<file path="src/rtl/instrqextra_feed_if.sv">
// Bus bundle between predecode, the extra-data feeder and the per-thread
// instruction-extra queue write port. The master modport is the
// environment side (upstream + queue); the slave modport is the feeder.
`ifndef instrQExtra_width
`define instrQExtra_width 32
`endif

interface instrqextra_feed_if #(
   parameter int DATA_WIDTH = `instrQExtra_width
) ();
   // Upstream packet from predecode
   logic                  in_valid;
   logic                  in_thread;
   logic [3:0]            in_mask;
   logic [DATA_WIDTH-1:0] in_data0;
   logic [DATA_WIDTH-1:0] in_data1;
   logic [DATA_WIDTH-1:0] in_data2;
   logic [DATA_WIDTH-1:0] in_data3;
   logic                  in_stall;

   // Queue write port and its stall inputs
   logic                  fStall;
   logic                  doFStall;
   logic                  write_wen;
   logic                  write_thread;
   logic [4:0]            write_cnt;
   logic [4:0]            write_start;
   logic [DATA_WIDTH-1:0] write_data0;
   logic [DATA_WIDTH-1:0] write_data1;
   logic [DATA_WIDTH-1:0] write_data2;
   logic [DATA_WIDTH-1:0] write_data3;

   modport master (
      output in_valid, in_thread, in_mask, in_data0, in_data1, in_data2, in_data3,
      output fStall, doFStall,
      input  in_stall,
      input  write_wen, write_thread, write_cnt, write_start,
      input  write_data0, write_data1, write_data2, write_data3
   );

   modport slave (
      input  in_valid, in_thread, in_mask, in_data0, in_data1, in_data2, in_data3,
      input  fStall, doFStall,
      output in_stall,
      output write_wen, write_thread, write_cnt, write_start,
      output write_data0, write_data1, write_data2, write_data3
   );
endinterface

</file>
<file path="src/rtl/instrqextra_feed.sv">
// Write-side feeder for the per-thread instruction-extra queue: a 2-entry
// in-order skid FIFO that encodes each packet's mask as one-hot count and
// one-hot start slot, drains into the queue, and flushes per thread.
`ifndef instrQExtra_width
`define instrQExtra_width 32
`endif

module instrqextra_feed #(
   parameter int DATA_WIDTH = `instrQExtra_width
) (
   input  logic               clk,
   input  logic               rst,
   input  logic               except,
   input  logic               except_thread,
   instrqextra_feed_if.slave  bus,
   output logic               err_mask
);

   typedef struct packed {
      logic                       thread;
      logic [4:0]                 cnt_oh;
      logic [4:0]                 start_oh;
      logic [3:0][DATA_WIDTH-1:0] data;
   } entry_t;

   localparam entry_t ENTRY_RST = '{thread: 1'b0, cnt_oh: 5'b00001,
                                    start_oh: 5'b00001, data: '0};

   logic [1:0] occ_q, occ_d;
   entry_t     e0_q, e0_d;
   entry_t     e1_q, e1_d;
   logic       err_q, err_d;

   entry_t     new_e;
   logic       mask_contig;
   logic       wen, stall, pop, push;
   logic       kill0, kill1, keep0, keep1;

   // Mask encoding: one-hot popcount, one-hot lowest set bit, contiguity.
   always_comb begin
      new_e.thread   = bus.in_thread;
      new_e.data     = {bus.in_data3, bus.in_data2, bus.in_data1, bus.in_data0};
      new_e.cnt_oh   = 5'b00001;
      new_e.start_oh = 5'b00001;
      mask_contig    = 1'b1;
      case (bus.in_mask)
         4'b0001: begin new_e.cnt_oh = 5'b00010; new_e.start_oh = 5'b00001; end
         4'b0010: begin new_e.cnt_oh = 5'b00010; new_e.start_oh = 5'b00010; end
         4'b0011: begin new_e.cnt_oh = 5'b00100; new_e.start_oh = 5'b00001; end
         4'b0100: begin new_e.cnt_oh = 5'b00010; new_e.start_oh = 5'b00100; end
         4'b0101: begin new_e.cnt_oh = 5'b00100; new_e.start_oh = 5'b00001; mask_contig = 1'b0; end
         4'b0110: begin new_e.cnt_oh = 5'b00100; new_e.start_oh = 5'b00010; end
         4'b0111: begin new_e.cnt_oh = 5'b01000; new_e.start_oh = 5'b00001; end
         4'b1000: begin new_e.cnt_oh = 5'b00010; new_e.start_oh = 5'b01000; end
         4'b1001: begin new_e.cnt_oh = 5'b00100; new_e.start_oh = 5'b00001; mask_contig = 1'b0; end
         4'b1010: begin new_e.cnt_oh = 5'b00100; new_e.start_oh = 5'b00010; mask_contig = 1'b0; end
         4'b1011: begin new_e.cnt_oh = 5'b01000; new_e.start_oh = 5'b00001; mask_contig = 1'b0; end
         4'b1100: begin new_e.cnt_oh = 5'b00100; new_e.start_oh = 5'b00100; end
         4'b1101: begin new_e.cnt_oh = 5'b01000; new_e.start_oh = 5'b00001; mask_contig = 1'b0; end
         4'b1110: begin new_e.cnt_oh = 5'b01000; new_e.start_oh = 5'b00010; end
         4'b1111: begin new_e.cnt_oh = 5'b10000; new_e.start_oh = 5'b00001; end
         default: begin new_e.cnt_oh = 5'b00001; new_e.start_oh = 5'b00001; end
      endcase
   end

   // FIFO control: pop/flush decide which entries survive, survivors
   // compact toward the head and an accepted packet lands right behind them.
   always_comb begin
      wen   = (occ_q != 2'd0);
      stall = (occ_q == 2'd2);
      pop   = wen & ~bus.fStall & ~bus.doFStall;
      kill0 = except & wen & (e0_q.thread == except_thread);
      kill1 = except & stall & (e1_q.thread == except_thread);
      keep0 = wen & ~pop & ~kill0;
      keep1 = stall & ~kill1;
      push  = bus.in_valid & ~stall & (bus.in_mask != 4'b0000)
            & ~(except & (bus.in_thread == except_thread));

      e0_d = e0_q;
      e1_d = e1_q;
      if (keep0) begin
         if (!keep1 && push) e1_d = new_e;
      end else if (keep1) begin
         e0_d = e1_q;
         if (push) e1_d = new_e;
      end else if (push) begin
         e0_d = new_e;
      end

      occ_d = {1'b0, keep0} + {1'b0, keep1} + {1'b0, push};
      err_d = err_q | (push & ~mask_contig);
   end

   // State registers; reset empties the FIFO immediately.
   always_ff @(posedge clk or posedge rst) begin
      if (rst) begin
         occ_q <= 2'd0;
         e0_q  <= ENTRY_RST;
         e1_q  <= ENTRY_RST;
         err_q <= 1'b0;
      end else begin
         occ_q <= occ_d;
         e0_q  <= e0_d;
         e1_q  <= e1_d;
         err_q <= err_d;
      end
   end

   assign bus.in_stall     = stall;
   assign bus.write_wen    = wen;
   assign bus.write_thread = e0_q.thread;
   assign bus.write_cnt    = e0_q.cnt_oh;
   assign bus.write_start  = e0_q.start_oh;
   assign bus.write_data0  = e0_q.data[0];
   assign bus.write_data1  = e0_q.data[1];
   assign bus.write_data2  = e0_q.data[2];
   assign bus.write_data3  = e0_q.data[3];
   assign err_mask         = err_q;

endmodule

</file>
<file path="src/flat_wrapper.sv">
// flat-port wrapper written by rule: the top's interface ports become plain ports
module instrqextra_feed_flat 
#(
   parameter int DATA_WIDTH = `instrQExtra_width
)
  (clk, rst, except, except_thread, err_mask, bus_in_valid, bus_in_thread, bus_in_mask, bus_in_data0, bus_in_data1, bus_in_data2, bus_in_data3, bus_fStall, bus_doFStall, bus_in_stall, bus_write_wen, bus_write_thread, bus_write_cnt, bus_write_start, bus_write_data0, bus_write_data1, bus_write_data2, bus_write_data3);
  instrqextra_feed_if #(.DATA_WIDTH(DATA_WIDTH)) bus_i ();
  input  logic clk;
  input  logic rst;
  input  logic except;
  input  logic except_thread;
  output logic err_mask;
  input wire logic [$bits(bus_i.in_valid)-1:0] bus_in_valid;
  input wire logic [$bits(bus_i.in_thread)-1:0] bus_in_thread;
  input wire logic [$bits(bus_i.in_mask)-1:0] bus_in_mask;
  input wire logic [$bits(bus_i.in_data0)-1:0] bus_in_data0;
  input wire logic [$bits(bus_i.in_data1)-1:0] bus_in_data1;
  input wire logic [$bits(bus_i.in_data2)-1:0] bus_in_data2;
  input wire logic [$bits(bus_i.in_data3)-1:0] bus_in_data3;
  input wire logic [$bits(bus_i.fStall)-1:0] bus_fStall;
  input wire logic [$bits(bus_i.doFStall)-1:0] bus_doFStall;
  output wire logic [$bits(bus_i.in_stall)-1:0] bus_in_stall;
  output wire logic [$bits(bus_i.write_wen)-1:0] bus_write_wen;
  output wire logic [$bits(bus_i.write_thread)-1:0] bus_write_thread;
  output wire logic [$bits(bus_i.write_cnt)-1:0] bus_write_cnt;
  output wire logic [$bits(bus_i.write_start)-1:0] bus_write_start;
  output wire logic [$bits(bus_i.write_data0)-1:0] bus_write_data0;
  output wire logic [$bits(bus_i.write_data1)-1:0] bus_write_data1;
  output wire logic [$bits(bus_i.write_data2)-1:0] bus_write_data2;
  output wire logic [$bits(bus_i.write_data3)-1:0] bus_write_data3;
  assign bus_i.in_valid = bus_in_valid;
  assign bus_i.in_thread = bus_in_thread;
  assign bus_i.in_mask = bus_in_mask;
  assign bus_i.in_data0 = bus_in_data0;
  assign bus_i.in_data1 = bus_in_data1;
  assign bus_i.in_data2 = bus_in_data2;
  assign bus_i.in_data3 = bus_in_data3;
  assign bus_i.fStall = bus_fStall;
  assign bus_i.doFStall = bus_doFStall;
  assign bus_in_stall = bus_i.in_stall;
  assign bus_write_wen = bus_i.write_wen;
  assign bus_write_thread = bus_i.write_thread;
  assign bus_write_cnt = bus_i.write_cnt;
  assign bus_write_start = bus_i.write_start;
  assign bus_write_data0 = bus_i.write_data0;
  assign bus_write_data1 = bus_i.write_data1;
  assign bus_write_data2 = bus_i.write_data2;
  assign bus_write_data3 = bus_i.write_data3;
  instrqextra_feed #(.DATA_WIDTH(DATA_WIDTH)) u_core (.clk(clk), .rst(rst), .except(except), .except_thread(except_thread), .bus(bus_i), .err_mask(err_mask));
endmodule
</file>
<file path="config.mk">
export PLATFORM = sky130hd
export DESIGN_NAME = instrqextra_feed_flat
export DESIGN_NICKNAME = d
export VERILOG_FILES = /design/src/rtl/instrqextra_feed_if.sv /design/src/rtl/instrqextra_feed.sv /design/src/flat_wrapper.sv
export SDC_FILE = /design/constraint.sdc
export NUM_CORES = 1
export LEC_CHECK = 0
export CAP_MARGIN = 30
export CELL_PAD_IN_SITES_DETAIL_PLACEMENT = 1
export CELL_PAD_IN_SITES_GLOBAL_PLACEMENT = 1
export CORE_AREA = 2 2 169 171
export CTS_CLUSTER_DIAMETER = 50
export DETAILED_ROUTE_END_ITERATION = 12
export DIE_AREA = 0 0 171 173
export PLACE_DENSITY = 0.83
export RECOVER_POWER = 100
export SLEW_MARGIN = 20
export SYNTH_ARGS = -nofsm -noshare
export SYNTH_HDL_FRONTEND = slang
export SYNTH_SLANG_ARGS = --single-unit
</file>
<file path="constraint.sdc">
create_clock -name clk -period 31.2 [get_ports clk]
set_input_delay 7.8 -clock clk [delete_from_list [all_inputs] [get_ports clk]]
set_output_delay 7.8 -clock clk [all_outputs]
set_load 0.05 [all_outputs]
</file>
==> metrics.md <==
| Metric | Value |
|---|---|
| PD cells | 113.5 nW/um2 |
| Wire length of the first global-routing pass | ~50 mm |
| Post-synthesis sequential area ratio | 0.5936 |
| Hold endpoint | u_core.bus.write_data1[9] |
| Hold WC Path Type | reg -> reg |
| Mean Syn Cell Area | 12.57 um2 |
| Pwr Total | 0.001814 W |
| Via count | ~8,300 |
| Setup_tns | 0 ns |
| Die height | 173 um |
| Core footprint | 27,630 um2 |
| H-tree depth | 2 |
| Placed cells | 1,544 |
| Syn Nets | 1,078 |
| Synth unique cells | 36 |
| Highest Clock Rate | 53.71 MHz |
| Final Hold Fails | 0 |
| Synth area leader | dfrtp_1 |
| Final Setup Violations | 0 |
| Remaining antenna violation count | 0 |
| Vias in the first global route | ~9,300 |
| Clock Pin Slew Worst Setup and Hold Paths | approximately 0.050 ns |
| Antenna violations before repair | 4 |
| Critical Path AT | 18.87 ns |
| Fin crit share | 0.5968 |
| Worst-margin pin slew | 4.294 ns |
| First-pass DRT Iterations | 4 |
| Min Tclk post-route | ~19 ns |
| Post-synth top area share | 0.5847 |
| Critical Path Source Type | primary input |
| Most frequent cells in the layout | 275 x dfrtp_1, 144 x dlygate4sd3_1, 140 x nand2_1 |
| Initial DRC count | roughly 320 |
| Leak Pwr | 7.310 nW |
| Gr ovfl total | 0 |
| Required time worst endpoint | between 30 and 40 ns |
| RR Endpoint | u_core.bus.write_data2[6] |
| GP Congestion | 0.7236 |
| CP endpoint kind | register |
| # port buffers | 280 |
| # IOs | 282 |
| Total wire length | 31.50 mm |
| Met3 wire length | 2.699 mm |
| Slew HR | -1.863 |
| Max layer used | met5 |
| Clk_lat worst skew | 0.50 ns |
| Die width | 171 um |
| Mapped Cells | 936 |
| Postcts setup bufs | 0 |
| CTS max path bufs | 3 |
| Design Area, Final | approximately 16,000 um2 |
| #FFs+latches synth | approximately 280 |
| Detailed Place HPWL | between 20 and 25 mm |
| Status | finished with violations |
| CTS Buf Count | 36 |
| Ranking of synthesized cells by area | dfrtp_1 58%, mux2_1 12%, mux2i_1 12% |
| MaxCap Viol Count | 12 |
| Clock root cell | clkbuf_16 |
| Hold Crit Depth | 2 |
| Die ar. | 29,580 um2 |
| WS Path Type | in -> reg |
| R2r worst-path depth | 9 |
| Hold Buf Count CTS | 0 |
| # rows | 61 |
| Post-synth ARST share | 1.000 |
| Global Route Usage Sum | 0.2140 |
| Met2 Wirelength | around 16 mm |
| Worst R2R Start | u_core.e1_q[138] |
| Clock Skews | 0.01483 ns |
| Area occupied by multi-input gates | around 4400 um2 |
| Post-CTS resize count | 0 |
| NumNets Final | 1,350 |
| CTS tree | done |
| Worst-path maximum fanout | 64 |
| Maximum VDD drop | about 0.000061 V |
| Slew Limit Fails | approximately 640 |
| Vias per cell | a little over 5 |
| Number of synthesized flops with an enable pin | 0 |
| Reg area | 6987 um2 |
| Failing checks | capacitance limit, slew limit |
| Yosys warns | 0 |
| Fillers | between 2,000 and 3,000 |
| Placed standard-cell area | 14,820 um2 |
| Residual DRC | 0 |
| Met1 wire length | 12.39 mm |
| RSZ-0062 raised after global routing | false |
| Initial Util | 0.4260 |
| Largest net degree at the start of global routing | 135 |
| Worst reg-to-reg setup slack | between 20 and 25 ns |
| Area Growth Syn to Fin | 35.77% |
| Post-synth top flop | dfrtp_1 |
| Syn Std Cell Area | 11,770 um2 |
| Final std cells w/o fill | between 1,500 and 2,000 |
| Share of cells above drive strength 1 | 0.06807 |
| Clk sinks | 279 |
| Average wire per cell in the routed design | just under 20 um |
| Commonest non-fill, non-tap cell in the layout | dfrtp_1 |
| HP Start | u_core.bus.write_data1[9] |
| Min Hold Slack | 0.4715 ns |
==> registers in the layout, summed over array words and instances, names as in the netlist <==
name                     flops
u_core.e1_q                138
u_core.bus.write_data0      32
u_core.bus.write_data1      32
u_core.bus.write_data2      32
u_core.bus.write_data3      32
u_core.bus.write_cnt         5
u_core.bus.write_start       4
u_core.occ_q                 2
u_core.bus.write_thread      1
u_core.err_mask              1
==> how the worst max path moves through the flow <==
stage / from / endpoint / slack (ns) / cells past startpoint
after floorplan: rst / u_core.bus.write_cnt[1] / 15.71 / 1
after global placement: except_thread / u_core.bus.write_data1[29] / 19.21 / 8
after detailed placement: except_thread / u_core.bus.write_data1[29] / 19.10 / 8
after CTS: except_thread / u_core.bus.write_data2[6] / 19.60 / 8
after global routing: except_thread / u_core.bus.write_data2[6] / 11.37 / 10
final: except_thread / u_core.bus.write_data2[6] / 12.58 / 10
==> routing by layer <==
metal | up-vias | track usage
met2 | 218 | 0.3634
li1 | 3801 | -
met1 | 4191 | 0.2560
met4 | 2 | 0.05226
met5 | - | 0
met3 | 43 | 0.08057
==> worst max-delay path, stage by stage <==
cell and delay (ns):
dlygate4sd3_1 0.61, xor2_1 0.21, o21ai_4 0.12, clkbuf_1 1.66, clkbuf_1 2.20, a21o_1 1.01
clkbuf_1 1.88, clkbuf_1 1.10, clkbuf_1 1.78, o21ai_0 0.38
==> power breakdown <==
group          switching (W)  internal (W)
Sequential         0.0000908      0.000540
Combinational       0.000514      0.000254
Clock               0.000156      0.000259
==> final cells by class <==
class                           count  share of cell area
Sequential cell                   279              0.4372
Clock inverter                     16             0.01261
Antenna cell                        3           0.0004698
Inverter                            8            0.002036
Multi-Input combinational cell    588              0.2751
Timing Repair Buffer              295              0.1806
Tap cell                          378             0.02960
Clock buffer                       48             0.06240
==> Yosys cell counts (5+ instances only) <==
master / n
dfrtp_1: 275
nand2_1: 140
o21ai_1: 137
mux2i_1: 136
mux2_1: 123
clkbuf_1: 20
buf_2: 18
mux2_2: 14
buf_6: 12
inv_1: 7
buf_1: 6
buf_4: 5
nor2_1: 5
==> per-stage QoR <==
| step | worst slack (ns) | util |
|---|---|---|
| final | 12.58 | 0.5784 |
| after global routing | 11.37 | 0.5783 |
| after global placement | 19.21 | 0.5354 |
| after detailed placement | 19.10 | 0.5364 |
| after floorplan | 15.71 | - |
| after CTS | 19.60 | 0.5798 |
==> cells by family (layout without fill, tap and decap cells) <==
| family | after synthesis | after routing | share of synthesized area |
|---|---|---|---|
| flops | 279 | 279 | 0.5936 |
| mux | 273 | 273 | 0.2467 |
| compound gates | 154 | 154 | 0.06931 |
| simple gates | 153 | 153 | 0.05039 |
| buf+inv | 69 | 367 | 0.03317 |
| xor+xnor | 5 | 5 | 0.003720 |
| fa+ha+maj | 2 | 2 | 0.002764 |
| other cells | 1 | 4 | 0.0003186 |
(Power assumes the default switching activity.)
